$ cat config.mk
export PLATFORM = sky130hd
export DESIGN_NAME = uart_rx
export DESIGN_NICKNAME = d
export VERILOG_FILES = /design/src/rtl/uart_rx.sv
export SDC_FILE = /design/constraint.sdc
export NUM_CORES = 1
export LEC_CHECK = 0
export CORE_ASPECT_RATIO = 1.75
export CORE_MARGIN = 1
export CORE_UTILIZATION = 51
export DETAILED_ROUTE_END_ITERATION = 12
export PLACE_DENSITY = 0.79
export SLEW_MARGIN = 10
export SYNTH_ARGS = -nofsm -noshare
export SYNTH_HDL_FRONTEND = slang
export SYNTH_SLANG_ARGS = --single-unit
$ cat constraint.sdc
create_clock -name clk -period 2 [get_ports clk]
set_input_delay 0.6 -clock clk [delete_from_list [all_inputs] [get_ports clk]]
set_output_delay 0.6 -clock clk [all_outputs]
set_load 0.01 [all_outputs]
$ cat src/rtl/uart_rx.sv
// UART receiver: 8N1, LSB first, with 16x oversampling and a 2-of-3 mid-bit vote.
// Each byte is held in rx_data until the consumer acknowledges it.
// Optional parity bit: define UART_RX_PARITY_EN to add the PARITY state,
// the PARITY_ODD parameter and the parity_err output.
module uart_rx #(
    parameter int CLK_FREQ   = 50000000,
    parameter int BAUD_RATE  = 9600,
    parameter int OVERSAMPLE = 16
`ifdef UART_RX_PARITY_EN
    , parameter bit PARITY_ODD = 1'b0
`endif
) (
    input  logic       clk,
    input  logic       rst,
    input  logic       rx,
    input  logic       rx_ack,
    output logic [7:0] rx_data,
    output logic       rx_valid,
    output logic       rx_busy,
    output logic       frame_err,
`ifdef UART_RX_PARITY_EN
    output logic       parity_err,
`endif
    output logic       overrun_err
);

    localparam int DIV    = CLK_FREQ / (BAUD_RATE * OVERSAMPLE);
    localparam int DIV_W  = (DIV > 1) ? $clog2(DIV) : 1;
    localparam int TICK_W = $clog2(OVERSAMPLE);
    localparam int M      = OVERSAMPLE / 2;

    localparam logic [DIV_W-1:0]  DIV_LAST = DIV_W'(DIV - 1);
    localparam logic [TICK_W-1:0] T_SAMP0  = TICK_W'(M - 1);
    localparam logic [TICK_W-1:0] T_SAMP1  = TICK_W'(M);
    localparam logic [TICK_W-1:0] T_DECIDE = TICK_W'(M + 1);
    localparam logic [TICK_W-1:0] T_LAST   = TICK_W'(OVERSAMPLE - 1);

`ifdef UART_RX_PARITY_EN
    typedef enum logic [2:0] {IDLE, START, DATA, PARITY, STOP} state_t;
`else
    typedef enum logic [1:0] {IDLE, START, DATA, STOP} state_t;
`endif

    state_t            state_q, state_d;
    logic              sync1_q, sync2_q, line_prev_q;
    logic [DIV_W-1:0]  div_q, div_d;
    logic [TICK_W-1:0] tick_q, tick_d;
    logic [2:0]        bit_q, bit_d;
    logic [7:0]        shift_q, shift_d;
    logic [1:0]        samp_q, samp_d;
    logic [7:0]        data_q, data_d;
    logic              valid_q, valid_d;
    logic              fe_q, fe_d;
    logic              ov_q, ov_d;
`ifdef UART_RX_PARITY_EN
    logic              par_q, par_d;
    logic              pe_q, pe_d;
`endif

    logic line, tick, maj, decide, bit_end;

    assign line    = sync2_q;
    assign tick    = (div_q == DIV_LAST);
    assign maj     = (samp_q[0] & samp_q[1]) | (samp_q[0] & line) | (samp_q[1] & line);
    assign decide  = tick && (tick_q == T_DECIDE);
    assign bit_end = tick && (tick_q == T_LAST);

    // Two-flop synchronizer for the asynchronous line, idle-high at reset.
    always_ff @(posedge clk or posedge rst) begin
        if (rst) begin
            sync1_q     <= 1'b1;
            sync2_q     <= 1'b1;
            line_prev_q <= 1'b1;
        end else begin
            sync1_q     <= rx;
            sync2_q     <= sync1_q;
            line_prev_q <= sync2_q;
        end
    end

    // State, counters, shift register and output registers.
    always_ff @(posedge clk or posedge rst) begin
        if (rst) begin
            state_q <= IDLE;
            div_q   <= '0;
            tick_q  <= '0;
            bit_q   <= '0;
            shift_q <= '0;
            samp_q  <= '0;
            data_q  <= '0;
            valid_q <= 1'b0;
            fe_q    <= 1'b0;
            ov_q    <= 1'b0;
`ifdef UART_RX_PARITY_EN
            par_q   <= 1'b0;
            pe_q    <= 1'b0;
`endif
        end else begin
            state_q <= state_d;
            div_q   <= div_d;
            tick_q  <= tick_d;
            bit_q   <= bit_d;
            shift_q <= shift_d;
            samp_q  <= samp_d;
            data_q  <= data_d;
            valid_q <= valid_d;
            fe_q    <= fe_d;
            ov_q    <= ov_d;
`ifdef UART_RX_PARITY_EN
            par_q   <= par_d;
            pe_q    <= pe_d;
`endif
        end
    end

    // Next-state logic: tick/sample bookkeeping, then per-state frame decoding.
    always_comb begin
        state_d = state_q;
        div_d   = div_q;
        tick_d  = tick_q;
        bit_d   = bit_q;
        shift_d = shift_q;
        samp_d  = samp_q;
        data_d  = data_q;
        valid_d = valid_q;
        fe_d    = 1'b0;
        ov_d    = 1'b0;
`ifdef UART_RX_PARITY_EN
        par_d   = par_q;
        pe_d    = 1'b0;
`endif

        if (valid_q && rx_ack) begin
            valid_d = 1'b0;
        end

        if (state_q != IDLE) begin
            div_d = tick ? '0 : div_q + DIV_W'(1);
            if (tick) begin
                tick_d = (tick_q == T_LAST) ? '0 : tick_q + TICK_W'(1);
                if (tick_q == T_SAMP0) samp_d[0] = line;
                if (tick_q == T_SAMP1) samp_d[1] = line;
            end
        end

        case (state_q)
            IDLE: begin
                div_d  = '0;
                tick_d = '0;
                if (line_prev_q && !line) begin
                    state_d = START;
                    bit_d   = '0;
                end
            end
            START: begin
                if (decide && maj) begin
                    state_d = IDLE;
                end else if (bit_end) begin
                    state_d = DATA;
                end
            end
            DATA: begin
                if (decide) begin
                    shift_d = {maj, shift_q[7:1]};
                end
                if (bit_end) begin
                    if (bit_q == 3'd7) begin
`ifdef UART_RX_PARITY_EN
                        state_d = PARITY;
`else
                        state_d = STOP;
`endif
                    end else begin
                        bit_d = bit_q + 3'd1;
                    end
                end
            end
`ifdef UART_RX_PARITY_EN
            PARITY: begin
                if (decide) begin
                    par_d = maj;
                end
                if (bit_end) begin
                    state_d = STOP;
                end
            end
`endif
            STOP: begin
                if (decide) begin
                    state_d = IDLE;
                    if (!maj) begin
                        fe_d = 1'b1;
`ifdef UART_RX_PARITY_EN
                    end else if (par_q != ((^shift_q) ^ PARITY_ODD)) begin
                        pe_d = 1'b1;
`endif
                    end else if (!valid_q || rx_ack) begin
                        data_d  = shift_q;
                        valid_d = 1'b1;
                    end else begin
                        ov_d = 1'b1;
                    end
                end
            end
            default: state_d = IDLE;
        endcase
    end

    assign rx_data     = data_q;
    assign rx_valid    = valid_q;
    assign rx_busy     = (state_q != IDLE);
    assign frame_err   = fe_q;
    assign overrun_err = ov_q;
`ifdef UART_RX_PARITY_EN
    assign parity_err  = pe_q;
`endif

endmodule

==> results.py <==
metrics = {
    "placement": {
        "portBuffers": 15,
        "finalWeightedCongestion": 0.7850,
        "pre_cts_slack_ps": -65.17,
        "dp_hpwl_mm": 2.877,
    },
    "pwr": {
        "intPower_mw": 1.429,
        "power_frac_seq_pct": 53.4,
        "ir_worst_vdd_uv": 1056,
        "p_sw_uw": 510.7,
        "switching_share_pct": 26.32,
        "p_clk_share_pct": 34.0,
        "comb_power_share_pct": 12.5,
        "p_leak_nw": 1.121,
        "p_per_area_nw_per_um2": 791.9,
    },
    "setup_path": {
        "path_class": "reg -> reg",
        "cp.arrival_ps": 2150,
        "rr_startpoint": "div_q[5]$_DFF_PP0_",
        "startpoint_type": "flip-flop",
        "worst_setup_path_end_kind": "flip-flop",
        "startpoint": "div_q[5]$_DFF_PP0_",
        "crit_required_ps": 2180,
        "crit_fanout": 5,
    },
    "clock_network": {
        "cts_tree": "yes",
        "htree_levels": 2,
        "clock_latency_ps": 300,
        "cts_max_path_buffers": 2,
        "cts_sinks": 42,
        "cts-root-buf": "clkbuf_8",
        "ctsHoldBuffers": 0,
        "clkSlewWorstSetupHoldPaths_ps": 80,
        "cts_made_buffers": 5,
    },
    "route": {
        "m1WireLength_mm": 1.473,
        "avgViaCountPerCell": 5.701,
        "ant_nets": 0,
        "avgRoutedWirePerCell_um": 15.69,
        "via_count": 1391,
        "drt_iter0_markers": 36,
        "wl_met3_um": 113,
        "remaining_drc_errors": 0,
        "dr_wl_met2_mm": 2.159,
        "drt_first_pass_iters": 4,
        "wl_mm": 3.828,
        "dr.max_layer_used": "met4",
    },
    "sta": {
        "slew_headroom_pct": 73.42,
        "final_max_slew_viol_count": 0,
        "hold_violations": 0,
        "fin_setup_tns_ps": 0,
        "rsz0062_at_grt": "no",
        "max_freq_ghz": 0.5091,
        "period_share_pct": 98.21,
        "setup_viol": 0,
        "worst_slack_ps": 35.75,
        "clock_skew_ps": 2.227,
        "post-route-min-period_ps": 1964,
        "tightestPinTransition_ps": 395.4,
    },
    "finish": {
        "n_fill_cell": 296,
        "area_delta_synth_final_pct": 22.38,
        "diodes": 0,
        "mostFrequentLayoutCells": "37 x dfrtp_1, 18 x mux2_2, 14 x clkdlybuf4s50_1, 12 x nand2_1",
        "multi_input_area_um2": 932.1,
        "seq_area_um2": 1057,
        "drive_gt1_share_pct": 28.79,
        "final_common_cell": "dfrtp_1",
        "nNetsFinal": 208,
    },
    "synthesis": {
        "syn_nets": 176,
        "yosysWarnings": 0,
        "synthCells": 165,
        "synth.yosys.seq_area_share_pct": 52.69,
        "synth_cell_types": 44,
        "async_flop_share_pct": 100.0,
        "syn_area_um2": 2002,
        "synth-edff-count": 0,
        "synthFlopType": "dfrtp_1",
        "ys_ff_latch": 42,
        "postSynthAreaPerCell_um2": 12.13,
    },
    "global_routing": {
        "antenna_found_initial": 0,
        "grt_pass1_wl_mm": 6.679,
        "grt_overflow": 0,
        "grt_pass1_vias": 1487,
        "grt_max_degree": 43,
        "grt_util_all_layers_pct": 21.11,
    },
    "min_path": {
        "holdCritPathClass": "reg -> reg",
        "hold_start": "sync1_q$_DFF_PP1_",
    },
    "floorplan": {
        "row_count": 29,
        "dieArea_um2": 4190,
        "initial_core_util_pct": 54.09,
        "die_y_um": 84.88,
        "die_x_um": 49.36,
        "core-area_um2": 3701,
        "ios": 16,
    },
    "run_status": {
        "outcome": "finished, final reports clean",
    },
    "job": {
        "cap_viol_max_count": 0,
    },
}
sequential cells by signal, indices dropped and copies added, names as in the netlist, 2 cells and up:
signal,flops
bit_q,3
div_q,9
rx_data,8
samp_q,2
shift_q,8
state_q,2
tick_q,4
repair_timing:
item | in CTS | in global routing
setup buffers | 0 | 3
resized for setup | 1 | 9
setup endpoints to repair | 1 | 11
pin swaps | 0 | 1
layout make-up:
| cell class | count | share of cell area [%] |
|---|---|---|
| sequential | 42 | 43.16 |
| multi-input combinational | 113 | 38.05 |
| timing repair buffer | 28 | 10.88 |
| clock buffer | 6 | 2.962 |
| tap | 46 | 2.349 |
| clock inverter | 2 | 1.532 |
| inverter | 7 | 1.073 |
power by group through the flow:
stage	clock [mW]	sequential [mW]	combinational, mW
6_report	0.661	1.04	0.243
5_1_grt	0.714	1.04	0.280
4_1_cts	0.675	1.04	0.226
3_5_place_dp	0	1.05	0.223
3_3_place_gp	0	1.05	0.214
2_1_floorplan	0	1.03	0.171
layer usage:
metal / vias to the layer above / global-route usage, %
li1: 652 / -
met1: 700 / 23.59
met2: 28 / 37.61
met3: 11 / 4.659
met4: 0 / 9.091
met5: - / 0
cells in the mapped netlist (2+ instances only):
library cell	number	area [µm²]
a21oi_1	2	10.01
a22oi_1	2	15.01
a31oi_1	2	12.51
a32oi_1	2	17.52
and2_1	2	12.51
and3_1	2	12.51
and4b_1	2	20.02
clkbuf_1	3	11.26
dfrtp_1	39	975.9
dfstp_2	3	78.83
ha_1	7	87.58
inv_1	7	26.28
mux2_2	18	202.7
nand2_1	12	45.04
nand2b_1	2	12.51
nand3_1	6	30.03
nand4_1	3	18.77
nor2_1	12	45.04
nor3_1	3	15.01
nor4b_1	2	17.52
nor4b_4	2	47.55
o21ai_0	4	20.02
xnor2_1	4	35.03
xor2_1	4	35.03
through the flow:
| step | util, % | std cells | area, µm² | total power, mW | hold slack (ps) |
|---|---|---|---|---|---|
| final | 66.19 | 244 | 2450 | 1.940 | 358.4 |
| after global routing | 66.19 | 244 | 2450 | 2.038 | 363.1 |
| after CTS | 64.81 | 241 | 2399 | 1.938 | 359.8 |
| after detailed placement | 61.76 | 233 | 2286 | 1.276 | 348.1 |
| after global placement | 61.76 | 233 | 2286 | 1.261 | 347.4 |
| after floorplan | - | 165 | 2002 | 1.200 | 345.2 |
final timing paths:
kind / to / slack [ps] / cells past startpoint
hold reg to reg: line$_DFF_PP1_ / 360 / 0
min in group asynchronous: shift_q[4]$_DFFE_PP0P_ / 670 / 3
hold / removal: line$_DFF_PP1_ / 360 / 0
setup / recovery: samp_q[1]$_DFFE_PP0P_ / 40 / 4
setup reg to reg: samp_q[1]$_DFFE_PP0P_ / 40 / 4
max in group asynchronous: line_prev_q$_DFF_PP1_ / 1060 / 3
critical path: stages, from the launching register on:
cell	delay, ps
dfrtp_2	460
or4b_4	600
nor3_4	190
and4b_1	250
mux2_2	350
cell families after synthesis:
| family | synth area share [%] |
|---|---|
| simple gates | 20.75 |
| flops | 52.69 |
| compound gates | 6.188 |
| mux | 10.12 |
| buf+inv | 1.875 |
| xor+xnor | 3.500 |
| fa+ha+maj | 4.875 |
Note: power is estimated with default switching activity, not from simulation.
==> RTL change 1, RTL diff (same settings) <==
The parameter `BAUD_RATE` goes from 9600 to 19200.
--- a/src/rtl/uart_rx.sv
+++ b/src/rtl/uart_rx.sv
@@ -6,3 +6,3 @@
     parameter int CLK_FREQ   = 50000000,
-    parameter int BAUD_RATE  = 9600,
+    parameter int BAUD_RATE  = 19200,
     parameter int OVERSAMPLE = 16
Formal check against the unedited RTL: same outputs for any inputs over 10 cycles, from zero or initial values and one cycle with rst high; that may be too few to reach the edited logic, so the function may still have changed.
==> RTL change 1 against the original RTL <==
Critical path depth did not move. Synthesized area fell by 5.4%. Wire length fell by 7.8%. Cell count fell by 3.7%. Worst setup slack improved by 0.034 ns. Power fell by 2.1%. Final area fell by 6.2%. Worst hold slack got worse by 0.0011 ns. Sequential cell count fell by 1. Critical endpoint is now bit_q[1]. Largest cell class unchanged. Largest power group unchanged.
==> RTL change 1: results <==
metrics = {
    "clock_network": {
        "cts_root_buf": "clkbuf_8",
        "clk_latency_ns": 0.30,
        "cts_setup_buffers": 0,
        "cts_buffers": 5,
        "clockBufferDepth": 2,
        "clkSlewWorstSetupHoldPaths_ns": 0.08,
        "hold_buffers": 0,
    },
    "global_route": {
        "grt_pass1_wl_mm": 5.95,
        "antenna_found_initial": 0,
        "first_global_vias": 1369,
        "grt_max_degree": 42,
        "track_usage_pct": 21.4,
    },
    "synthesis": {
        "synth_area_leaders": "dfrtp_1 (50%), mux2_2 (11%), ha_1 (4.6%)",
        "synth_common_cells": "dfrtp_1 (38), mux2_2 (18), nor2_1 (15), nand3_1 (8), ha_1 (7)",
        "synth_area_leader_cell": "dfrtp_1",
        "synthesis.nets": 171,
        "yosysUniqueCellTypes": 39,
        "ys_warn_count": 0,
        "ys_seq_area_share_pct": 54.4,
        "async_reset_ff_share_pct": 100,
    },
    "setup_path": {
        "crit_family": "simple AND/OR/NAND/NOR gates",
        "worstPathMaxFanout": 5,
        "crit_slowest_cell": "or4_4",
        "worstPathArrival_ns": 2.11,
        "cpPeakStageDelay_ns": 0.56,
    },
    "sta": {
        "setup_violations": 0,
        "skew_ns": 0.00865,
        "tightest_slew_ns": 0.312,
        "slew_viol_final": 0,
    },
    "die": {
        "core_area_um2": 3470,
    },
    "layout": {
        "fin_nets": 200,
        "diodes": 0,
        "n_fill_cell": 256,
        "drive_above_1_share_pct": 26.8,
    },
    "drt": {
        "route.vias.total": 1326,
        "firstDrtPassIters": 4,
        "drt_wl_total_mm": 3.53,
        "drtIter0Drc": 43,
    },
    "status": {
        "outcome": "completed",
    },
    "placement": {
        "post-place-ws_ns": -0.147,
        "dp_hpwl_mm": 2.57,
        "place.gp.congestion": 0.819,
        "io_buffers": 15,
    },
    "power_and_ir_drop": {
        "ir_worst_vdd_uv": 774,
        "leakagePower_nw": 1.09,
    },
    "hold_path": {
        "hp-class": "reg2reg",
    },
}
RTL change 1: kinds of logic after synthesis:
group           share of synthesized area, %
xor+xnor                                3.24
flops                                   54.4
simple gates                            19.1
buf+inv                                 2.25
fa+ha+maj                               5.16
mux                                     10.7
compound gates                          5.16
RTL change 1: through the flow:
stage / area, um2 / TNS, ns / std cells / power (mW) / hold WS [ns]
finish: 2300 / 0 / 235 / 1.90 / 0.357
global route: 2300 / 0 / 235 / 1.99 / 0.363
CTS: 2290 / 0 / 235 / 1.91 / 0.358
detailed placement: 2180 / -1.14 / 227 / 1.26 / 0.347
global placement: 2180 / -0.761 / 227 / 1.24 / 0.346
floorplan: 1890 / 0 / 160 / 1.12 / 0.345
RTL change 1: layer usage:
| layer | GRT usage (%) | wire length (um) | up-vias |
|---|---|---|---|
| met3 | 4.78 | 86 | 13 |
| li1 | - | - | 627 |
| met5 | 0 | 0 | - |
| met4 | 10.6 | 97 | 0 |
| met1 | 24.6 | 1430 | 656 |
| met2 | 35.7 | 1920 | 30 |
RTL change 1: worst reg2reg max path, delay by kind of cell, from the launching register on:
kind            cells  cell delay, ns
flops               1            0.39
compound gates      1            0.28
simple gates        3            1.14
RTL change 1: final timing paths:
path	cells after the start	slack [ns]	endpoint	from
max	4	0.07	bit_q[1]	div_q[2]
min	0	0.36	line	sync1_q
max reg2reg	4	0.07	bit_q[1]	div_q[2]
min reg2reg	0	0.36	line	sync1_q
max in group asynchronous	3	1.08	line_prev_q	rst
min in group asynchronous	3	0.66	shift_q[6]	rst
RTL change 1: area by class of cell:
| type | count | area, um2 | area share [%] |
|---|---|---|---|
| clock buffers | 6 | 72.6 | 3.16 |
| clock inverters | 2 | 35.0 | 1.52 |
| inverters | 6 | 22.5 | 0.980 |
| multi-input cells | 108 | 831 | 36.1 |
| flip-flops and latches | 41 | 1030 | 44.8 |
| well taps | 45 | 56.3 | 2.45 |
| repair buffers | 27 | 251 | 10.9 |
RTL change 1: report_power, final:
part           switching (mW)  internal (mW)
Clock                   0.282          0.370
Sequential             0.0442          0.886
Combinational           0.161          0.156
RTL change 1: timing repair:
item	4_1_cts	5_1_grt
setup endpoints to repair	1	11
resized for setup	2	3
cloned	0	0
pin swaps	0	1
==> RTL change 2, RTL diff (same flow settings) <==
Without the edit above. Remove the register `ov_q`: a continuous assignment takes its place, so the output `overrun_err` follows one clock earlier.
--- a/src/rtl/uart_rx.sv
+++ b/src/rtl/uart_rx.sv
@@ -92,3 +92,2 @@
             fe_q    <= 1'b0;
-            ov_q    <= 1'b0;
 `ifdef UART_RX_PARITY_EN
@@ -107,3 +106,2 @@
             fe_q    <= fe_d;
-            ov_q    <= ov_d;
 `ifdef UART_RX_PARITY_EN
@@ -114,2 +112,4 @@
     end
+
+    assign ov_q = ov_d;
 
Check against the original RTL: no difference found for any inputs over 10 cycles, from zero or initial values and one cycle with rst high; that may be too few to reach the edited logic, so the function may still have changed.
==> RTL change 2 against the original RTL <==
Synthesized area down 2.3%. Count of clock-buffer cells in the layout unchanged. Sequential cell count down 1. Wire length increased by 11%. Synthesized cell count increased by 3.0%. Final area rose by 3.9%. Worst setup slack got worse by 0.36 ns. Worst hold slack improved by 0.0035 ns. Power up 3.9%. The run now ends with negative setup slack left. Cell count increased by 8.6%.
==> RTL change 2: results <==
metrics = {
    "status": {
        "outcome": "finished, violations left",
        "violations": "negative setup slack",
    },
    "global_route": {
        "grt_max_degree": 16,
        "track_usage_pct": 22.5,
        "grt_pass1_wl_mm": 6.98,
    },
    "placement": {
        "io_buffers": 15,
        "place.gp.congestion": 0.893,
        "post-place-ws_ns": -0.423,
        "dp_hpwl_mm": 3.05,
        "dp_cells": 256,
    },
    "synthesis": {
        "async_reset_ff_share_pct": 100,
        "ys_seq_area_share_pct": 52.7,
        "yosysUniqueCellTypes": 37,
        "synthesis.nets": 181,
        "synth_area_leaders": "dfrtp_1 (49%), mux2_2 (9.8%), ha_1 (4.5%)",
        "synth_common_cells": "dfrtp_1 (38), mux2_2 (17), nor2_1 (16), nand2_1 (13), inv_1 (10)",
        "syn_area_per_cell_um2": 11.5,
    },
    "setup_path": {
        "r2r.worst_path.cells": 5,
        "worstPathMaxFanout": 2,
        "worstPathArrival_ns": 1.73,
    },
    "drt": {
        "firstDrtPassIters": 4,
        "route.vias.total": 1483,
        "wl_per_cell_um": 16.1,
        "viasPerCell": 5.60,
    },
    "clock_network": {
        "clkSlewWorstSetupHoldPaths_ns": 0.07,
    },
    "layout": {
        "drive_above_1_share_pct": 33.3,
        "fin_nets": 229,
        "largest_reg_flops": 9,
    },
    "power_and_ir_drop": {
        "ir_worst_vdd_uv": 601,
        "swShare_pct": 26.2,
        "leakagePower_nw": 1.22,
    },
    "sta": {
        "fin_ws_ns": -0.329,
        "skew_ns": 0.00558,
        "setup_violations": 1,
        "slew_headroom_pct": 72.2,
    },
}
==> RTL change 2: cell count changes after synthesis, sizes merged, moves of 2 or more <==
cell,unedited run,this run
nor2,13,16
a31oi,2,0
nor4b,4,1
a211o,0,2
inv,7,10
nor4,2,5
nor3,4,7
nand4b,1,3
nand4,5,0
nor2b,2,0
a21oi,2,4
a32oi,2,0
==> RTL change 2: worst paths after layout <==
| kind | end | slack [ns] | startpoint |
|---|---|---|---|
| max in group asynchronous | line_prev_q | 0.97 | rst |
| min | line | 0.36 | sync1_q |
| max reg2reg | bit_q[0] | 0.06 | div_q[4] |
| min in group asynchronous | shift_q[2] | 0.54 | rst |
| min reg2reg | line | 0.36 | sync1_q |
| max | overrun_err | -0.33 | div_q[4] |
==> RTL change 2: what timing repair did <==
item,in CTS,in global routing
endpoints found under the setup margin,2,12
hold buffers,0,0
resized for setup,7,15
pin swaps,3,2
buffers inserted,1,0
==> RTL change 2: cell families (layout without fill, tap and decap cells) <==
family	Yosys count	after routing	share of synthesized area [%]
and+or+nand+nor	63	63	19.6
DFF	41	41	52.7
xor gates and xnor gates	8	8	3.58
muxes	19	19	10.9
adders and majority gates	8	8	4.99
buffers and inverters	15	64	3.01
AOI/OAI and AO/OA	16	16	5.25
==> RTL change 2: power groups by stage <==
stage	Sequential, mW	Clock, mW	Combinational, mW
4_1_cts	0.939	0.664	0.426
6_report	0.939	0.652	0.425
2_1_floorplan	1.00	0	0.181
5_1_grt	0.946	0.700	0.471
3_5_place_dp	0.953	0	0.407
3_3_place_gp	0.948	0	0.389
==> RTL change 2: metal layers <==
| metal | track usage [%] | vias up | part of all wire, % |
|---|---|---|---|
| met5 | 0 | - | 0 |
| met4 | 10.7 | 0 | 4.1 |
| met3 | 3.83 | 17 | 2.2 |
| met2 | 40.3 | 32 | 54 |
| met1 | 25.1 | 740 | 40 |
| li1 | - | 694 | - |
==> RTL change 2: final cells by class <==
class                   instances  area, um2
fillers                       246       1080
flip-flops and latches         41       1030
multi-input cells             114        926
repair buffers                 46        387
clock buffers                   6       72.6
well taps                      46       57.6
inverters                      10       37.5
clock inverters                 2       35.0
==> RTL change 2: worst max-delay path, stage by stage (launching register included) <==
cell and delay, ns:
dfrtp_1 0.38, or4b_4 0.55, nor3_2 0.16, nand3_2 0.13, nor2_2 0.09, buf_2 0.13
==> RTL change 2: metrics by stage <==
step	instance area, um2	TNS (ns)
after CTS	2490	-0.376
after detailed placement	2370	-2.07
after floorplan	1970	-0.0736
final	2540	-0.329
after global placement	2370	-1.73
after global routing	2540	-0.455
